===== src/rtl/if_fetch_unit.sv =====
// rtl/if_fetch_unit.sv - MIPS-Lite instruction fetch stage with PC-tagged prefetch FIFO.
// Optional IF_PERF_CNT_EN adds perf_fetch/perf_stall counters.
module if_fetch_unit #(
  parameter int unsigned DEPTH    = 2,
  parameter logic [31:0] RESET_PC = 32'h0000_0000
) (
  input  logic        clk,
  input  logic        rst_n,
  input  logic [31:0] pc_in,
  output logic        pc_advance,
  output logic        imem_req_vld,
  output logic [31:0] imem_req_addr,
  input  logic        imem_req_rdy,
  input  logic        imem_rsp_vld,
  input  logic [31:0] imem_rsp_data,
  input  logic        id_stall,
  input  logic        flush,
  output logic        if_valid,
  output logic [31:0] if_instr,
  output logic [31:0] if_pc,
  output logic [31:0] if_pc4
`ifdef IF_PERF_CNT_EN
  ,
  output logic [31:0] perf_fetch,
  output logic [31:0] perf_stall
`endif
);

  localparam int unsigned AW = (DEPTH > 1) ? $clog2(DEPTH) : 1;
  localparam int unsigned CW = $clog2(DEPTH + 1);
  localparam logic [CW:0] DEPTH_C = (CW+1)'(DEPTH);

  typedef enum logic {FETCH, DRAIN} state_e;

  state_e        state_q, state_d;
  logic [CW-1:0] inflight_q, inflight_d;
  logic [CW-1:0] drop_q, drop_d;
  logic [CW-1:0] count_q, count_d;
  logic [AW-1:0] tag_wr_q, tag_rd_q;
  logic [AW-1:0] fifo_wr_q, fifo_rd_q;
  logic [31:0]   tag_mem_q   [DEPTH];
  logic [31:0]   fifo_instr_q[DEPTH];
  logic [31:0]   fifo_pc_q   [DEPTH];

  logic [CW:0] credit_used;
  logic        rsp_ok;
  logic        req_ok;
  logic        accept;
  logic        push;
  logic        pop;

  // Credits cover both in-flight reads and buffered words, so a push can never overflow.
  assign credit_used = {1'b0, inflight_q} + {1'b0, count_q};
  assign rsp_ok      = imem_rsp_vld && (inflight_q != '0);
  assign req_ok      = rst_n && (state_q == FETCH) && !flush && (credit_used < DEPTH_C);
  assign accept      = req_ok && imem_req_rdy;
  assign push        = rsp_ok && (drop_q == '0) && !flush;
  assign pop         = if_valid && !id_stall && !flush;

  assign imem_req_vld  = req_ok;
  assign imem_req_addr = {pc_in[31:2], 2'b00};
  assign pc_advance    = accept;

  assign if_valid = (count_q != '0);
  assign if_instr = if_valid ? fifo_instr_q[fifo_rd_q] : 32'h0;
  assign if_pc    = if_valid ? fifo_pc_q[fifo_rd_q] : RESET_PC;
  assign if_pc4   = if_valid ? (fifo_pc_q[fifo_rd_q] + 32'd4) : 32'h0;

  always_comb begin
    state_d    = state_q;
    drop_d     = drop_q;
    inflight_d = inflight_q + CW'(accept) - CW'(rsp_ok);
    count_d    = count_q + CW'(push) - CW'(pop);
    if (flush) begin
      count_d = '0;
      drop_d  = inflight_q - CW'(rsp_ok);
      state_d = (drop_d != '0) ? DRAIN : FETCH;
    end else begin
      case (state_q)
        FETCH: state_d = FETCH;
        DRAIN: begin
          if (rsp_ok) begin
            drop_d = drop_q - CW'(1);
            if (drop_d == '0) state_d = FETCH;
          end
        end
        default: state_d = FETCH;
      endcase
    end
  end

  always_ff @(posedge clk) begin
    if (!rst_n) begin
      state_q    <= FETCH;
      inflight_q <= '0;
      drop_q     <= '0;
      count_q    <= '0;
      tag_wr_q   <= '0;
      tag_rd_q   <= '0;
      fifo_wr_q  <= '0;
      fifo_rd_q  <= '0;
    end else begin
      state_q    <= state_d;
      inflight_q <= inflight_d;
      drop_q     <= drop_d;
      count_q    <= count_d;
      if (accept) tag_wr_q <= tag_wr_q + AW'(1);
      if (rsp_ok) tag_rd_q <= tag_rd_q + AW'(1);
      if (flush) begin
        fifo_wr_q <= '0;
        fifo_rd_q <= '0;
      end else begin
        if (push) fifo_wr_q <= fifo_wr_q + AW'(1);
        if (pop)  fifo_rd_q <= fifo_rd_q + AW'(1);
      end
    end
  end

  // Tag keeps the raw pc_in, so a misaligned PC is reported as issued.
  always_ff @(posedge clk) begin
    if (accept) tag_mem_q[tag_wr_q] <= pc_in;
    if (push) begin
      fifo_instr_q[fifo_wr_q] <= imem_rsp_data;
      fifo_pc_q[fifo_wr_q]    <= tag_mem_q[tag_rd_q];
    end
  end

`ifdef IF_PERF_CNT_EN
  logic [31:0] perf_fetch_q;
  logic [31:0] perf_stall_q;

  always_ff @(posedge clk) begin
    if (!rst_n) begin
      perf_fetch_q <= '0;
      perf_stall_q <= '0;
    end else begin
      if (accept) perf_fetch_q <= perf_fetch_q + 32'd1;
      if (if_valid && id_stall) perf_stall_q <= perf_stall_q + 32'd1;
    end
  end

  assign perf_fetch = perf_fetch_q;
  assign perf_stall = perf_stall_q;
`endif

  rsp_without_request: assert property (@(posedge clk) disable iff (!rst_n)
    imem_rsp_vld |-> (inflight_q != '0));

endmodule


===== config.mk =====
export PLATFORM = sky130hd
export DESIGN_NAME = if_fetch_unit
export DESIGN_NICKNAME = d
export VERILOG_FILES = /design/src/rtl/if_fetch_unit.sv
export SDC_FILE = /design/constraint.sdc
export NUM_CORES = 1
export LEC_CHECK = 0
export CAP_MARGIN = 15
export CORE_ASPECT_RATIO = 1.5
export CORE_MARGIN = 4
export CORE_UTILIZATION = 51
export CTS_BUF_LIST = sky130_fd_sc_hd__clkbuf_8
export CTS_CLUSTER_DIAMETER = 200
export CTS_CLUSTER_SIZE = 8
export DETAILED_ROUTE_END_ITERATION = 12
export GPL_ROUTABILITY_DRIVEN = 1
export PLACE_DENSITY = 0.81
export SLEW_MARGIN = 20
export SYNTH_ARGS = -nofsm -noshare
export SYNTH_HDL_FRONTEND = slang
export SYNTH_SLANG_ARGS = --single-unit
export TNS_END_PERCENT = 100

===== constraint.sdc =====
create_clock -name clk -period 10.6 [get_ports clk]
set_input_delay 1.06 -clock clk [delete_from_list [all_inputs] [get_ports clk]]
set_output_delay 1.06 -clock clk [all_outputs]
set_load 0.005 [all_outputs]

==> run_results.csv, run 1 <==
group,metric,value,unit
timing,hold_ws,0.529,ns
critical_path,criticalPathCategory,"reg2out",
timing,fin_ws,5.14,ns
synth,ys_seq_area_share,67.2,%
timing,slew_violations,0,
floorplan,num_rows,59,
timing,finalCritPeriodShare,51.5,%
critical_path,r2r-end,"tag_mem_q[0][23]",
timing,hold_viol_final,0,
route,num_vias,5598,
floorplan,start_util,51.7,%
clock_network,cts_resized,0,
clock_network,clock_path_buffers,3,
clock_network,post_cts_buffers,0,
synth,netlist-cell-type-count,48,
clock_network,clk_pin_slew,0.07,ns
place,finalWeightedCongestion,0.879,
critical_path,worstPathArrival,4.40,ns
timing,skew,0.0262,ns
clock_network,ctsHoldBuffers,0,
grt,grt_usage,19.7,%
worst_hold_path,hp-class,"reg2reg",
synth,synth_area_leaders,"edfxtp_1 (64%), mux2i_1 (6.8%), mux2_2 (4.4%), nor2_1 (3.9%), buf_4 (3.2%)",
synth,ys_warn_count,0,
power,p_leak,3.69,nW
route,vias_per_cell,5.43,
critical_path,crit_required,9.54,ns
floorplan,io_pins,201,
route,avgRoutedWirePerCell,19.3,um
power,p_per_area,157,nW/um^2
synth,synth_async_sr_flop_share,0,%
timing,min_period,5.46,ns
clock_network,htree_num_levels,1,
synth,synth_area,8970,sq um
synth,synth_top_cell_area_share,64.3,%
clock_network,numCtsBuffers,29,
place,dp_hpwl,13900,um
route,drc,0,
timing,finalSetupViolCount,0,
final_layout,layout-drive-gt1-share,10.4,%
grt,grt_max_degree,65,
critical_path,r2r-start,"count_q[0]",
clock_network,root_buffer,"clkbuf_8",
timing,slew_headroom,29.8,%
critical_path,critPathMaxFanout,56,
final_layout,fin_nets,884,
status,outcome,"finished, final reports clean",
timing,setup_tns,0,ns
synth,yosysTopAreaCell,"edfxtp_1",
critical_path,cp-start-kind,"flop",
clock_network,cts_sinks,205,
place,pre_cts_ws,5.74,ns
final_layout,antenna_cells,0,
critical_path,end_kind,"output port",
power,vdd_drop_max,124,uV
floorplan,fp.dieH,170,um
timing,grt_setup_unrepaired,"no",
critical_path,regToRegSetupSlack,7.70,ns
route,dr.pass1.iters,4,
synth,synth_most_common_cell,"edfxtp_1",
route,totalWireLength,19900,um
synth,syn_area_per_cell,14.3,sq um
grt,grt_pass1_wl,30500,um
grt,grt_remaining_overflow,0,
worst_hold_path,hold_path_startpoint,"fifo_rd_q",
timing,fmax,0.183,GHz
timing,worstMarginPinSlew,1.05,ns
place,placed_area,10900,sq um
clock_network,insertion_delay,0.55,ns
critical_path,r2r_cells,5,
place,port_buffers,198,
grt,grt_pass1_vias,6060,
floorplan,die_x,116,um
synth,syn_inst,627,
route,drt_iter0_markers,364,
final_layout,design_area,11400,sq um
clock_network,tritoncts,"yes",
final_layout,syn_to_final_growth,27.1,%
final_layout,seq_area,6030,sq um
synth,synth-edff-count,192,
final_layout,fill_cells,1261,
final_layout,multi_input_area,2560,sq um
floorplan,core,17300,sq um
worst_hold_path,min_delay_path_depth,2,
route,antenna_left,0,
floorplan,fp.dieArea,19800,sq um
grt,antenna_found_initial,0,
synth,synth_flop_cell,"edfxtp_1",
flow_run,cap_violations,0,
synth,ys_seq_elements,205,
synth,synth_common_cells,"edfxtp_1 (192), nor2_1 (92), mux2i_1 (61), buf_4 (38), mux2_2 (35)",
state kept, by name, indices dropped and copies added (netlist names), named ones only:
| name | cells |
|---|---|
| inflight_q | 2 |
| tag_wr_q | 1 |
| tag_mem_q | 64 |
| state_q | 1 |
| fifo_wr_q | 1 |
| count_q | 2 |
| tag_rd_q | 1 |
| fifo_pc_q | 64 |
| fifo_rd_q | 1 |
| drop_q | 2 |
| fifo_instr_q | 64 |
layout by cell type, fill, tap and decap left out, types with 3 or more instances in the layout:
cell type | synthesis | layout
nand3_1 | 10 | 10
o21ai_0 | 9 | 9
xnor2_1 | 17 | 17
clkbuf_8 | 0 | 29
nand2b_1 | 3 | 3
edfxtp_1 | 192 | 192
mux2i_1 | 61 | 61
mux2_2 | 35 | 35
xor2_1 | 7 | 7
and2_1 | 11 | 11
nand4_1 | 9 | 9
nand2_1 | 22 | 22
nor3_1 | 10 | 10
nor2_4 | 0 | 4
a21oi_1 | 7 | 7
o31a_1 | 5 | 5
ha_1 | 7 | 7
nand3b_1 | 5 | 5
buf_4 | 38 | 8
inv_1 | 11 | 22
nor4_1 | 6 | 6
a22oi_1 | 3 | 3
nor2_1 | 92 | 88
nand4b_1 | 7 | 7
clkdlybuf4s50_1 | 0 | 198
dfxtp_1 | 13 | 12
critical path, cell delays in order (launching register included):
cell,delay (ns)
dfxtp_4,0.69
buf_4,0.73
mux2_2,0.32
ha_1,0.20
inv_1,0.09
a211oi_2,0.20
buf_4,0.19
nand3_1,0.28
o31a_1,0.40
nor3_1,0.14
clkdlybuf4s50_1,0.55
power by group:
part | internal, W | total (W) | switching [W]
registers | 0.000959 | 0.000982 | 0.0000235
clock network | 0.000248 | 0.000517 | 0.000269
logic | 0.000147 | 0.000294 | 0.000146
cell type report:
| cell class | count | area share [%] |
|---|---|---|
| flip-flops and latches | 205 | 52.9 |
| multi-input cells | 353 | 22.5 |
| repair buffers | 206 | 17.9 |
| clock buffers | 29 | 3.50 |
| well taps | 213 | 2.34 |
| clock inverters | 13 | 0.472 |
| inverters | 11 | 0.362 |
worst max-delay path by stage:
stage / from / slack, ns / to
finish: flop / 5.14 / if_pc4[30]
global route: flop / 4.91 / if_pc4[24]
global placement: flop / 5.87 / if_pc4[24]
detailed placement: flop / 5.74 / if_pc4[30]
CTS: flop / 5.15 / if_pc4[30]
floorplan: imem_rsp_vld / 5.85 / fifo_instr_q[0][0]
metrics by stage:
| stage | utilization (%) | power (W) | cells |
|---|---|---|---|
| after floorplan | - | 0.00117 | 628 |
| after global routing | 65.7 | 0.00187 | 1030 |
| final | 65.7 | 0.00179 | 1030 |
| after global placement | 63.1 | 0.00128 | 988 |
| after CTS | 65.7 | 0.00181 | 1030 |
| after detailed placement | 63.1 | 0.00129 | 988 |
per-layer routing:
layer	track usage [%]	share of wire, %	vias to the layer above
met1	20.8	35	2717
met3	3.70	5.7	56
met4	8.68	4.1	0
met2	37.3	55	194
li1	-	-	2631
met5	0	0	-
kinds of logic (layout without fill, tap and decap cells):
logic type / count (synthesis) / in the layout / share of synthesized area, %
flip-flops: 205 / 205 / 67.2
AND/OR/NAND/NOR: 184 / 184 / 10.2
multiplexers: 96 / 96 / 11.2
buffers and inverters: 70 / 259 / 4.62
AO/OA/AOI/OAI: 39 / 39 / 3.19
XOR/XNOR: 24 / 24 / 2.34
adder cells (fa/ha/maj): 8 / 8 / 1.20
other: 1 / 2 / 0.0418
(Power assumes the default switching activity.)
==> inputs of run 2 (changes only) <==
Settings changed: CORE_UTILIZATION 51 to 47, PLACE_DENSITY 0.81 to 0.78.
Clock period 10.6 ns to 4.95 ns, I/O delays scaled along.
==> run 2 against run 1 <==
Net effect:
- design area rose by 0.53%
- critical path depth fell by 3
- routed wire length fell by 1.5%
- first-iteration DRC count fell by 8.5%
- core utilization fell by 4.2 points
- setup slack got worse by 4.6 ns
- die area rose by 8.0%
- sequential power rose by 110%
- power rose by 110%
- critical path type unchanged
- critical endpoint is now if_pc4[31]
- largest cell class unchanged
==> run_results.csv, run 2 (synthesized netlist as in run 1, its figures left out) <==
group,metric,value,unit
status,outcome,"finished, final reports clean",
place,finalWeightedCongestion,0.862,
power,power_frac_comb,16.4,%
critical_path,critPathMaxFanout,56,
clock_network,root_buffer,"clkbuf_8",
power,pwr-share-seq,55.1,%
final_layout,fin_nets,886,
critical_path,r2r_cells,5,
clock_network,ctsHoldBuffers,0,
final_layout,antenna_cells,0,
grt,grt_usage,17.8,%
grt,grt_use_met3,3.17,%
grt,grt_pass1_wl,30100,um
grt,grt_pass1_vias,6007,
final_layout,layout-drive-gt1-share,10.5,%
power,p_per_area,333,nW/um^2
worst_hold_path,min_delay_path_depth,2,
timing,finalSetupViolCount,0,
floorplan,die_x,121,um
grt,grt_remaining_overflow,0,
timing,min_period,4.41,ns
floorplan,start_util,48.2,%
clock_network,cts_resized,0,
timing,skew,0.0162,ns
power,netSwitchingPower,0.000918,W
grt,grt_max_degree,65,
route,num_vias,5588,
timing,hold_viol_final,0,
final_layout,top_regs,"fifo_instr_q: 64 flops, fifo_pc_q: 64 flops, tag_mem_q: 64 flops",
final_layout,final_cell_mix,"clkdlybuf4s50_1 (198), edfxtp_1 (192), nor2_1 (88)",
power,vdd_drop_max,203,uV
floorplan,num_rows,61,
critical_path,regToRegSetupSlack,1.99,ns
final_layout,syn_to_final_growth,27.7,%
critical_path,criticalPathCategory,"reg2out",
clock_network,post_cts_buffers,0,
timing,grt_setup_unrepaired,"no",
grt,antenna_found_initial,0,
flow_run,cap_violations,0,
power,switching_share,24.0,%
route,drt_iter0_markers,333,
final_layout,seq_area,6030,sq um
critical_path,r2r-end,"tag_mem_q[0][0]",
timing,fmax,0.227,GHz
floorplan,io_pins,201,
route,antenna_left,0,
clock_network,htree_num_levels,1,
critical_path,cp-start-kind,"flop",
floorplan,fp.dieH,177,um
power,intPower,0.00290,W
clock_network,insertion_delay,0.53,ns
place,port_buffers,198,
worst_hold_path,hold_end,"fifo_rd_q",
clock_network,clk_pin_slew,0.06,ns
timing,setup_tns,0,ns
timing,slew_violations,0,
final_layout,fill_cells,1455,
clock_network,cts_sinks,205,
grt,busiest_layer,"met2",
floorplan,fp.dieArea,21400,sq um
worst_hold_path,hp-class,"reg2reg",
route,dr.pass1.iters,7,
clock_network,numCtsBuffers,29,
power,p_leak,3.71,nW
critical_path,crit_required,4.45,ns
timing,slew_headroom,32.1,%
grt,use_met1,19.2,%
critical_path,r2r-start,"count_q[0]",
timing,finalCritPeriodShare,89.1,%
timing,worstMarginPinSlew,1.02,ns
final_layout,mostFrequentLayoutCell,"clkdlybuf4s50_1",
route,avgRoutedWirePerCell,18.3,um
worst_hold_path,hold_path_startpoint,"fifo_rd_q",
floorplan,core,18600,sq um
critical_path,worstPathArrival,3.91,ns
final_layout,finalCoreUtilization,61.5,%
critical_path,end_kind,"output port",
place,dp_hpwl,13800,um
clock_network,tritoncts,"yes",
route,vias_per_cell,5.22,
grt,grt_use_met2,34.2,%
route,totalWireLength,19600,um
final_layout,multi_input_area,2560,sq um
power,p_clk_share,28.5,%
clock_network,clock_path_buffers,3,
route,drc,0,
run 2: per-layer routing:
layer | up-vias | wire, um
li1 | 2637 | -
met1 | 2709 | 7280
met2 | 213 | 10700
met3 | 29 | 1160
met4 | 0 | 481
met5 | - | 0
run 2: layout make-up:
class | count | area share (%)
clock buffer | 29 | 3.48
clock inverter | 13 | 0.437
tap | 252 | 2.75
inverter | 11 | 0.360
timing repair buffer | 208 | 18.0
sequential | 205 | 52.6
multi-input combinational | 353 | 22.4
run 2: worst max path at each step:
stage | endpoint | slack, ns | from
after detailed placement | if_pc4[30] | 1.09 | flop
after floorplan | fifo_instr_q[0][0] | 0.76 | imem_rsp_vld
after global routing | if_pc4[31] | 0.30 | flop
after global placement | if_pc4[31] | 1.18 | flop
after CTS | if_pc4[30] | 0.51 | flop
final | if_pc4[31] | 0.54 | flop
run 2: through the flow:
step	hold slack, ns	instance area [sq um]	total power, W	setup WS, ns	std cells
5_1_grt	0.527	11500	0.00399	0.303	1071
4_1_cts	0.518	11500	0.00385	0.506	1071
3_5_place_dp	0.516	11000	0.00277	1.09	1029
3_3_place_gp	0.492	11000	0.00274	1.18	1029
2_1_floorplan	0.480	8970	0.00251	0.762	628
6_report	0.530	11500	0.00382	0.542	1071
run 2: power by group through the flow:
stage,Clock [W],Sequential [W],Combinational (W)
6_report,0.00109,0.00210,0.000628
5_1_grt,0.00119,0.00211,0.000682
4_1_cts,0.00112,0.00210,0.000634
3_5_place_dp,0,0.00214,0.000628
3_3_place_gp,0,0.00213,0.000608
2_1_floorplan,0,0.00213,0.000381
run 2: critical path, stage by stage (launching register included):
cell and delay [ns]:
dfxtp_4 0.83, buf_4 0.64, mux2i_1 0.22, a211o_1 0.38, nand2b_1 0.23, o31a_1 0.32, nor3_1 0.15, clkdlybuf4s50_1 0.53
